## src/rtl/led_pkg.sv

```systemverilog
// rtl/led_pkg.sv - shared mode codes, entry patterns and speed width for led_mode_ctrl
package led_pkg;

    typedef enum logic [2:0] {
        MODE_OFF    = 3'd0,
        MODE_RIGHT  = 3'd1,
        MODE_LEFT   = 3'd2,
        MODE_BOUNCE = 3'd3,
        MODE_BLINK  = 3'd4
    } mode_t;

    localparam int SPD_W = 2;

    localparam logic [3:0] LED_OFF_ENTRY    = 4'b0000;
    localparam logic [3:0] LED_RIGHT_ENTRY  = 4'b0001;
    localparam logic [3:0] LED_LEFT_ENTRY   = 4'b0001;
    localparam logic [3:0] LED_BOUNCE_ENTRY = 4'b0001;
    localparam logic [3:0] LED_BLINK_ENTRY  = 4'b1111;

    // Unreachable codes 5-7 fall back to RIGHT.
    function automatic mode_t next_mode(input mode_t m);
        case (m)
            MODE_OFF:    next_mode = MODE_RIGHT;
            MODE_RIGHT:  next_mode = MODE_LEFT;
            MODE_LEFT:   next_mode = MODE_BOUNCE;
            MODE_BOUNCE: next_mode = MODE_BLINK;
            MODE_BLINK:  next_mode = MODE_OFF;
            default:     next_mode = MODE_RIGHT;
        endcase
    endfunction

    function automatic logic [3:0] entry_led(input mode_t m);
        case (m)
            MODE_OFF:    entry_led = LED_OFF_ENTRY;
            MODE_RIGHT:  entry_led = LED_RIGHT_ENTRY;
            MODE_LEFT:   entry_led = LED_LEFT_ENTRY;
            MODE_BOUNCE: entry_led = LED_BOUNCE_ENTRY;
            MODE_BLINK:  entry_led = LED_BLINK_ENTRY;
            default:     entry_led = LED_RIGHT_ENTRY;
        endcase
    endfunction

endpackage

```

## src/rtl/key_debounce.sv

```systemverilog
// rtl/key_debounce.sv - 2-FF synchroniser, debounce counter and single press pulse for an active-low key
module key_debounce #(
    parameter int DEB_CYCLES = 20
) (
    input  logic clk,
    input  logic rst_n,
    input  logic key,
    output logic press
);

    localparam int CW = $clog2(DEB_CYCLES + 1);

    logic          sync1;
    logic          sync2;
    logic [CW-1:0] cnt;

    // cnt saturates at DEB_CYCLES so a held key yields exactly one pulse.
    always_ff @(posedge clk or negedge rst_n) begin
        if (!rst_n) begin
            sync1 <= 1'b1;
            sync2 <= 1'b1;
            cnt   <= '0;
            press <= 1'b0;
        end else begin
            sync1 <= key;
            sync2 <= sync1;
            press <= 1'b0;
            if (sync2) begin
                cnt <= '0;
            end else if (cnt != CW'(DEB_CYCLES)) begin
                cnt   <= cnt + CW'(1);
                press <= (cnt == CW'(DEB_CYCLES - 1));
            end
        end
    end

endmodule

```

## src/rtl/led_mode_ctrl.sv

```systemverilog
// rtl/led_mode_ctrl.sv - key-driven LED pattern controller; optional pause key under LED_PAUSE_EN
module led_mode_ctrl
    import led_pkg::*;
#(
    parameter int BASE_DELAY = 50,
    parameter int DEB_CYCLES = 20
) (
    input  logic       clk,
    input  logic       rst_n,
    input  logic       key_mode,
    input  logic       key_speed,
`ifdef LED_PAUSE_EN
    input  logic       key_pause,
`endif
    output logic [3:0] led,
    output logic [2:0] mode,
    output logic       tick
);

    mode_t            mode_r;
    logic [SPD_W-1:0] spd;
    logic [31:0]      cnt;
    logic [31:0]      period;
    logic             dir_up;
    logic             paused;
    logic             mode_press;
    logic             speed_press;
    logic [3:0]       bounce_nxt;

    key_debounce #(.DEB_CYCLES(DEB_CYCLES)) u_deb_mode (
        .clk   (clk),
        .rst_n (rst_n),
        .key   (key_mode),
        .press (mode_press)
    );

    key_debounce #(.DEB_CYCLES(DEB_CYCLES)) u_deb_speed (
        .clk   (clk),
        .rst_n (rst_n),
        .key   (key_speed),
        .press (speed_press)
    );

`ifdef LED_PAUSE_EN
    logic pause_press;

    key_debounce #(.DEB_CYCLES(DEB_CYCLES)) u_deb_pause (
        .clk   (clk),
        .rst_n (rst_n),
        .key   (key_pause),
        .press (pause_press)
    );

    always_ff @(posedge clk or negedge rst_n) begin
        if (!rst_n) begin
            paused <= 1'b0;
        end else if (mode_press) begin
            paused <= 1'b0;
        end else if (pause_press) begin
            paused <= ~paused;
        end
    end
`else
    assign paused = 1'b0;
`endif

    assign period = 32'(BASE_DELAY) << spd;
    assign tick   = !paused && (cnt == period - 32'd1);
    assign mode   = mode_r;

    always_comb begin
        bounce_nxt = dir_up ? {led[2:0], 1'b0} : {1'b0, led[3:1]};
    end

    // A mode press outranks a coincident tick: the entry value wins, no step.
    always_ff @(posedge clk or negedge rst_n) begin
        if (!rst_n) begin
            mode_r <= MODE_RIGHT;
            led    <= LED_RIGHT_ENTRY;
            spd    <= '0;
            cnt    <= '0;
            dir_up <= 1'b1;
        end else begin
            if (speed_press) begin
                spd <= spd + SPD_W'(1);
            end
            if (mode_press) begin
                mode_r <= next_mode(mode_r);
                led    <= entry_led(next_mode(mode_r));
                dir_up <= 1'b1;
                cnt    <= '0;
            end else if (tick) begin
                cnt <= '0;
                case (mode_r)
                    MODE_OFF:   led <= LED_OFF_ENTRY;
                    MODE_RIGHT: led <= {led[0], led[3:1]};
                    MODE_LEFT:  led <= {led[2:0], led[3]};
                    MODE_BOUNCE: begin
                        if (bounce_nxt == 4'b0000) begin
                            led    <= LED_BOUNCE_ENTRY;
                            dir_up <= 1'b1;
                        end else begin
                            led <= bounce_nxt;
                            if (bounce_nxt == 4'b1000) begin
                                dir_up <= 1'b0;
                            end else if (bounce_nxt == 4'b0001) begin
                                dir_up <= 1'b1;
                            end
                        end
                    end
                    MODE_BLINK: led <= (led == 4'b1111) ? 4'b0000 : 4'b1111;
                    default: begin
                        mode_r <= MODE_RIGHT;
                        led    <= LED_RIGHT_ENTRY;
                    end
                endcase
            end else if (speed_press) begin
                cnt <= '0;
            end else if (!paused) begin
                cnt <= cnt + 32'd1;
            end
        end
    end

endmodule

```

## config.mk

```make
export PLATFORM = sky130hd
export DESIGN_NAME = led_mode_ctrl
export DESIGN_NICKNAME = d
export VERILOG_FILES = /design/src/rtl/led_pkg.sv /design/src/rtl/key_debounce.sv /design/src/rtl/led_mode_ctrl.sv
export SDC_FILE = /design/constraint.sdc
export NUM_CORES = 1
export LEC_CHECK = 0
export CAP_MARGIN = 10
export CORE_MARGIN = 1
export CORE_UTILIZATION = 42
export CTS_CLUSTER_SIZE = 40
export DETAILED_ROUTE_END_ITERATION = 8
export GPL_TIMING_DRIVEN = 0
export PLACE_DENSITY_LB_ADDON = 0.1
export RECOVER_POWER = 50
export SYNTH_ARGS = -nofsm -noshare
export SYNTH_HDL_FRONTEND = slang
export SYNTH_SLANG_ARGS = --single-unit
```

## constraint.sdc

```tcl
create_clock -name clk -period 6.9 [get_ports clk]
set_input_delay 1.38 -clock clk [delete_from_list [all_inputs] [get_ports clk]]
set_output_delay 1.38 -clock clk [all_outputs]
set_load 0.02 [all_outputs]
```

==> results of run 1 <==
Yosys cell counts (2+ instances only):
cell and number:
nor2_1 53, dfrtp_1 51, xnor2_1 25, nand3_1 18, nand2_1 17, inv_1 16, nand4_1 16, xor2_1 14
ha_1 11, dfstp_2 7, nor3_1 7, nor4_1 7, nor4_2 7, a21oi_1 5, and4_1 5, buf_2 5
clkbuf_1 5, o21ai_0 5, and3_1 4, o211ai_1 4, a32oi_1 3, nor2b_1 3, o211a_1 3, a22oi_1 2
a31oi_1 2, and3b_1 2, and4b_1 2, buf_1 2, nand2b_1 2, nand4b_1 2, nor3b_1 2, nor4_4 2
nor4b_2 2, o2111ai_1 2, o21a_1 2, o21bai_1 2, o31ai_1 2, or3_1 2
layout make-up:
| class | instances | share of cell area (%) |
|---|---|---|
| multi-input cells | 249 | 45.68 |
| flip-flops and latches | 58 | 39.20 |
| clock buffers | 12 | 4.165 |
| well taps | 99 | 3.326 |
| repair buffers | 12 | 2.889 |
| inverters | 17 | 1.713 |
| plain buffers | 13 | 1.680 |
| clock inverters | 4 | 1.344 |
critical path, stage by stage, from the launching register on:
cell,delay (ps)
dfrtp_1,460
ha_1,230
or3b_4,440
nor4_4,320
o22ai_2,220
nor2_1,150
clkdlybuf4s50_1,610
registers in the layout, summed over array words and instances (netlist names), 2 cells and up:
name / count
cnt: 32
led: 4
mode: 3
spd: 2
u_deb_mode.cnt: 5
u_deb_speed.cnt: 5
worst paths after layout:
path / start / to / slack, ps / depth (start not counted)
setup / recovery: spd[1]$_DFFE_PN0P_ / tick / 2760 / 6
setup reg to reg: spd[1]$_DFFE_PN0P_ / cnt[21]$_DFF_PN0_ / 4480 / 7
max in group asynchronous: rst_n / u_deb_speed.cnt[2]$_DFFE_PN0P_ / 3340 / 2
hold / removal: u_deb_speed.sync1$_DFF_PN1_ / u_deb_speed.sync2$_DFF_PN1_ / 360 / 0
min in group asynchronous: rst_n / cnt[19]$_DFF_PN0_ / 1380 / 1
hold reg to reg: u_deb_speed.sync1$_DFF_PN1_ / u_deb_speed.sync2$_DFF_PN1_ / 360 / 0
cells in the final DEF (no fill, tap or decap), types with 3 or more instances in the layout:
cell type,instances
clkdlybuf4s50_1,8
dfrtp_1,51
and4_1,5
buf_2,5
nand2_1,17
nor2b_1,3
inv_1,16
and3_1,4
a32oi_1,3
o211ai_1,4
clkbuf_1,8
dfstp_2,6
nand4_1,16
nor4_1,7
nor3_1,7
nor4_2,7
xnor2_1,25
o211a_1,3
clkbuf_8,11
xor2_1,14
nand3_1,18
o21ai_0,5
a21oi_1,5
ha_1,11
nor2_1,53
routing by layer:
layer  routed length, microns  track usage [%]  part of all wire [%]  vias up
li1                         -                -                     -     1245
met1                     3393            24.25                    52     1226
met2                     2917            26.89                    44       33
met3                      166            5.640                   2.5        8
met4                       90            6.720                   1.4        0
met5                        0                0                     0        -
power by group through the flow:
stage / sequential [uW] / combinational (uW) / clock, uW
6_report: 361 / 142 / 324
5_1_grt: 362 / 161 / 349
4_1_cts: 360 / 148 / 335
3_5_place_dp: 367 / 147 / 0
3_3_place_gp: 367 / 144 / 0
2_1_floorplan: 364 / 99.4 / 0
through the flow:
step	total power (uW)	hold slack (ps)	setup slack, ps	util, %
2_1_floorplan	463.8	345.2	3676	-
5_1_grt	871.3	359.4	2486	50.28
3_5_place_dp	513.5	347.6	3099	47.75
3_3_place_gp	510.8	345.7	2490	47.54
6_report	826.6	356.3	2756	50.28
4_1_cts	843.6	358.4	2714	50.52
cell families (layout without fill, tap and decap cells):
family          Yosys count  in the layout
compound gates           40             40
xor+xnor                 39             39
fa+ha+maj                11             11
buf+inv                  30             58
flops                    58             58
mux                       2              2
simple gates            157            157
==> metrics.md, run 1 <==
| Metric | Value |
|---|---|
| Sequential share of power | around 44% |
| Clk Latency, worst-skew pair | approximately 340 ps |
| Drt first pass iters | 4 |
| Core area | 7408 sq um |
| Slew HR | -9.621% |
| Tot GR Track Use | between 15 and 20% |
| Least-Margin Pin Slew | approximately 1600 ps |
| Post-synth EDFFs | 0 |
| Unique cell type count in the Yosys netlist | 54 |
| Post-synth ARST share | 100.0% |
| Top Ports | 12 |
| Die X | 90.48 microns |
| P_sw | roughly 240 uW |
| Vias in the first global route | between 2,000 and 2,500 |
| Final setup viols | 0 |
| Postcts setup bufs | 0 |
| Post-Synth Adder-Cell Area | roughly 4.2% |
| Total Wirelength | 6567 microns |
| Largest net degree at the start of global routing | 32 |
| H-tree depth | 3 |
| Finished Cell Area | 3725 sq um |
| CTS Buf Count | 9 |
| Remaining DRCs | 0 |
| Avg WL per Cell | approximately 14 microns |
| Compound-Gate Fraction of Synth Area | about 8.9% |
| Internal cell power | between 500 and 600 uW |
| Multi-input gate area | roughly 1700 sq um |
| Placed insts | 448 |
| GPL Wtd Cong | about 0.84 |
| Hold Path Class | reg -> reg |
| Setup CP Type | reg -> out |
| Post-DRT Antenna Nets | 0 |
| Via density | 5.414 |
| Multiplexer share of the synthesized area | less than 1% |
| Cell taking the most area after synthesis | dfrtp_1 |
| Port Buffers | 11 |
| Syn Nets | between 300 and 400 |
| Initial antenna violation count | 0 |
| P&R area growth vs syn | 13.28% |
| Max Cap Viol | 1 |
| Antenna Diode Count | 0 |
| Failing checks | max-capacitance violations, max-slew violations |
| FMAX | 241.3 MHz |
| Mapped Area | between 3000 and 4000 sq um |
| Die area | roughly 8000 sq um |
| Fillcell total | 709 |
| Post-Syn Instances | 337 |
| Clk slew on worst S/H paths | 70 ps |
| Clock Path Buffers | 2 |
| Sequential share of the synthesized area | between 40% and 50% |
| Ys Warns | 0 |
| CP Data Required Time | 5520 ps |
| Synth Area in Simple Gates | about 28% |
| Comb pwr share | between 10% and 20% |
| Yosys top cell area share | around two fifths |
| Lkg Pwr | about 0.0015 uW |
| Net Sw Frac | 28.95% |
| Die Ht | roughly 90 microns |
| Resize count post-CTS | 0 |
| Unrepaired setup endpoints after global routing | false |
| # rows | 31 |
| Fin nets | 375 |
| Tmin final | ~4100 ps |
| Power per standard cell area | 221.9 nW/um^2 |
| Final Cycle Share | about three fifths |
| Worst-path maximum fanout | 9 |
| First-pass GRT wire length | 11,720 microns |
| DR iter-0 viols | 81 |
| Synth Flop Type | dfrtp_1 |
| Clk sinks | between 50 and 60 |
| Setup Total Neg Slack | 0 ps |
| Final global-route overflow total | 0 |
| Synth area leaders | dfrtp_1, xnor2_1, nor2_1, dfstp_2, ha_1 |
| Placed cell area | approximately 3500 sq um |
| Final-report hold violation count | 0 |
| Main combinational cell family by area after synthesis | simple AND/OR/NAND/NOR gates |
| CTS tree | built |
| Max-slew violation count | 32 |
| Crit. End Element | output pin |
| Worst clock skew | 7.907 ps |
| CTS root buffer | clkbuf_8 |
| Starting Density | 44.38% |
| Critical Path Start Type | flop |
| Fin cells | between 400 and 500 |
| Vias post-DR | about 2,500 |
| Status | finished, violations left |
| Layout cell share with drive strength beyond 1 | a little under an eighth |
| Synthesized area per cell | 9.757 sq um |
| CTS hold repair buffers | 0 |
| CP Data Arrival Time | approximately 2800 ps |
| Yosys reg bits | 58 |
| Detailed Place HPWL | ~4600 microns |
| Synth Area in XOR/XNOR | between 10% and 20% |
| Storage cell area | 1460 sq um |
| VDD IR-drop max | between 0.1 and 0.15 mV |
| Clock power share | roughly two fifths |
(Power assumes the default switching activity.)
==> run 2: changes to the inputs <==
==> constraint.sdc (replaced) <==
create_clock -name clk -period 3.4 [get_ports clk]
set_input_delay 0.68 -clock clk [delete_from_list [all_inputs] [get_ports clk]]
set_output_delay 0.68 -clock clk [all_outputs]
set_load 0.02 [all_outputs]
==> run 2 against run 1 <==
The flow still finishes with violations (max-capacitance violations, max-slew violations). Global-route usage unchanged. Hold slack did not move. Combinational power is 100% higher. Routed wire length grew 0.24%. Flip-flop and latch count stayed put. Largest cell class unchanged.
==> metrics.md, run 2 (synthesis results as in run 1) <==
| Metric | Value |
|---|---|
| Fin cells | roughly 460 |
| H-tree depth | 3 |
| Reg2reg start | spd[0]$_DFFE_PN0P_ |
| Top Ports | 12 |
| Worst hold stages | 0 |
| Storage cell area | 1461 sq um |
| Vias in the first global route | 2,429 |
| Unrepaired setup endpoints after global routing | false |
| Max Cap Viol | 1 |
| Drt first pass iters | 4 |
| CTS root buffer | clkbuf_8 |
| GPL Wtd Cong | around 0.84 |
| Final-report hold violation count | 0 |
| CP Data Required Time | ~2700 ps |
| Clock Path Buffers | 2 |
| P&R area growth vs syn | 13.77% |
| Vias post-DR | roughly 2,500 |
| Commonest non-fill, non-tap cell in the layout | nor2_1 |
| Final setup viols | 0 |
| Die area | 8187 sq um |
| Layout cell share with drive strength beyond 1 | 12.05% |
| Via density | roughly 5.4 |
| Tot GR Track Use | 17.98% |
| Die X | roughly 90 microns |
| Starting Density | between 40 and 50% |
| DR iter-0 viols | between 80 and 90 |
| Hold endpoint | u_deb_speed.sync2$_DFF_PN1_ |
| Placed insts | 448 |
| Detailed Place HPWL | ~4600 microns |
| FF-to-FF path depth | 7 |
| Final hold slack | 356.3 ps |
| Total Wirelength | approximately 6600 microns |
| Die Ht | slightly above 90 microns |
| Final global-route overflow total | 0 |
| Core area | around 7400 sq um |
| Lkg Pwr | 0.001466 uW |
| Clk sinks | 58 |
| FMAX | ~310 MHz |
| Least-Margin Pin Slew | 1567 ps |
| Clk slew on worst S/H paths | roughly 70 ps |
| Max reg flops | 32 |
| Initial antenna violation count | 0 |
| Failing checks | max-capacitance violations, max-slew violations |
| First-pass GRT wire length | 11,720 microns |
| Power per standard cell area | approximately 450 nW/um^2 |
| CTS tree | built |
| Final Cycle Share | ~94% |
| Max-slew violation count | 28 |
| Hold Path Class | reg -> reg |
| Avg WL per Cell | 14.19 microns |
| Multi-input gate area | 1702 sq um |
| Reg with most FFs | cnt |
| Port Buffers | 11 |
| Biggest regs | cnt: 32 flops, u_deb_mode.cnt: 5 flops, u_deb_speed.cnt: 5 flops |
| CP Data Arrival Time | between 2000 and 3000 ps |
| R2R Path End | cnt[21]$_DFF_PN0_ |
| Worst-path maximum fanout | 9 |
| Most frequent cells in the layout | nor2_1, dfrtp_1, xnor2_1, nand3_1, nand2_1 |
| # rows | 31 |
| Critical Path Start Type | flop |
| Fin nets | between 300 and 400 |
| Post-DRT Antenna Nets | 0 |
| Hold_sp | u_deb_speed.sync1$_DFF_PN1_ |
| Slew HR | -4.472% |
| Clk Latency, worst-skew pair | 340 ps |
| Largest net degree at the start of global routing | 32 |
| VDD IR-drop max | just under 0.3 mV |
| CTS Buf Count | 9 |
| Worst clock skew | about 8 ps |
| Fillcell total | slightly above 700 |
| R2R setup slack | 980 ps |
| Postcts setup bufs | 0 |
| Crit. End Element | output pin |
| Remaining DRCs | 0 |
| Tmin final | 3186 ps |
| Antenna Diode Count | 0 |
| Status | finished, violations left |
| Setup CP Type | reg -> out |
## run 2: cell types whose count changed in the layout (fill, tap and decap cells not counted), sizes merged
cell,previous run,this run
buf,8,9
clkbuf,19,18
clkdlybuf4s50,8,7
dlygate4sd2,0,1
## run 2: routing by layer
layer,vias to the layer above,track usage (%),part of all wire [%]
met5,-,0,0
met4,0,6.720,1.4
met3,8,5.640,2.5
met2,34,26.89,44
met1,1228,24.25,52
li1,1245,-,-
## run 2: stage by stage
step           power [uW]  setup TNS [ps]  cell area (sq um)  setup slack, ps  util [%]
2_1_floorplan       941.3               0               3288            875.9         -
3_3_place_gp         1037          -15660               3522           -310.3     47.54
3_5_place_dp         1042               0               3537            298.6     47.75
4_1_cts              1706               0               3744            219.9     50.53
5_1_grt              1765               0               3741            43.48     50.50
6_report             1675               0               3741            213.8     50.50
## run 2: report_power, final
group	internal [uW]	switching, uW
sequential	712	19.4
combinational	98.7	186
clock	377	281
## run 2: how the worst max path moves through the flow
stage                  startpoint                              to  depth (start not counted)
6_report       spd[0]$_DFFE_PN0P_                            tick                          6
5_1_grt        spd[0]$_DFFE_PN0P_                            tick                          6
4_1_cts        spd[0]$_DFFE_PN0P_                            tick                          6
3_5_place_dp   spd[1]$_DFFE_PN0P_                            tick                          6
3_3_place_gp                rst_n  u_deb_speed.cnt[0]$_DFFE_PN0P_                          1
2_1_floorplan  spd[0]$_DFFE_PN0P_                            tick                          5
## run 2: final cells by class
type / instances / area share (%)
Inverter: 17 / 1.706
Clock inverter: 4 / 1.338
Timing Repair Buffer: 12 / 3.278
Multi-Input combinational cell: 249 / 45.48
Sequential cell: 58 / 39.06
Buffer: 13 / 1.672
Clock buffer: 12 / 4.147
Tap cell: 99 / 3.311
## run 2: critical path, stage by stage, from the launching register on
cell           delay, ps
dfrtp_1              460
ha_1                 220
or3b_4               440
o211a_1              260
o22ai_2              370
nor2_1                80
dlygate4sd2_1        330
## run 2: timing repair
| item | in CTS | in global routing |
|---|---|---|
| gates resized for setup | 3 | 0 |
| hold buffers | 0 | 0 |
| endpoints found under the setup margin | 1 | 0 |
| hold endpoints to repair | 0 | 0 |
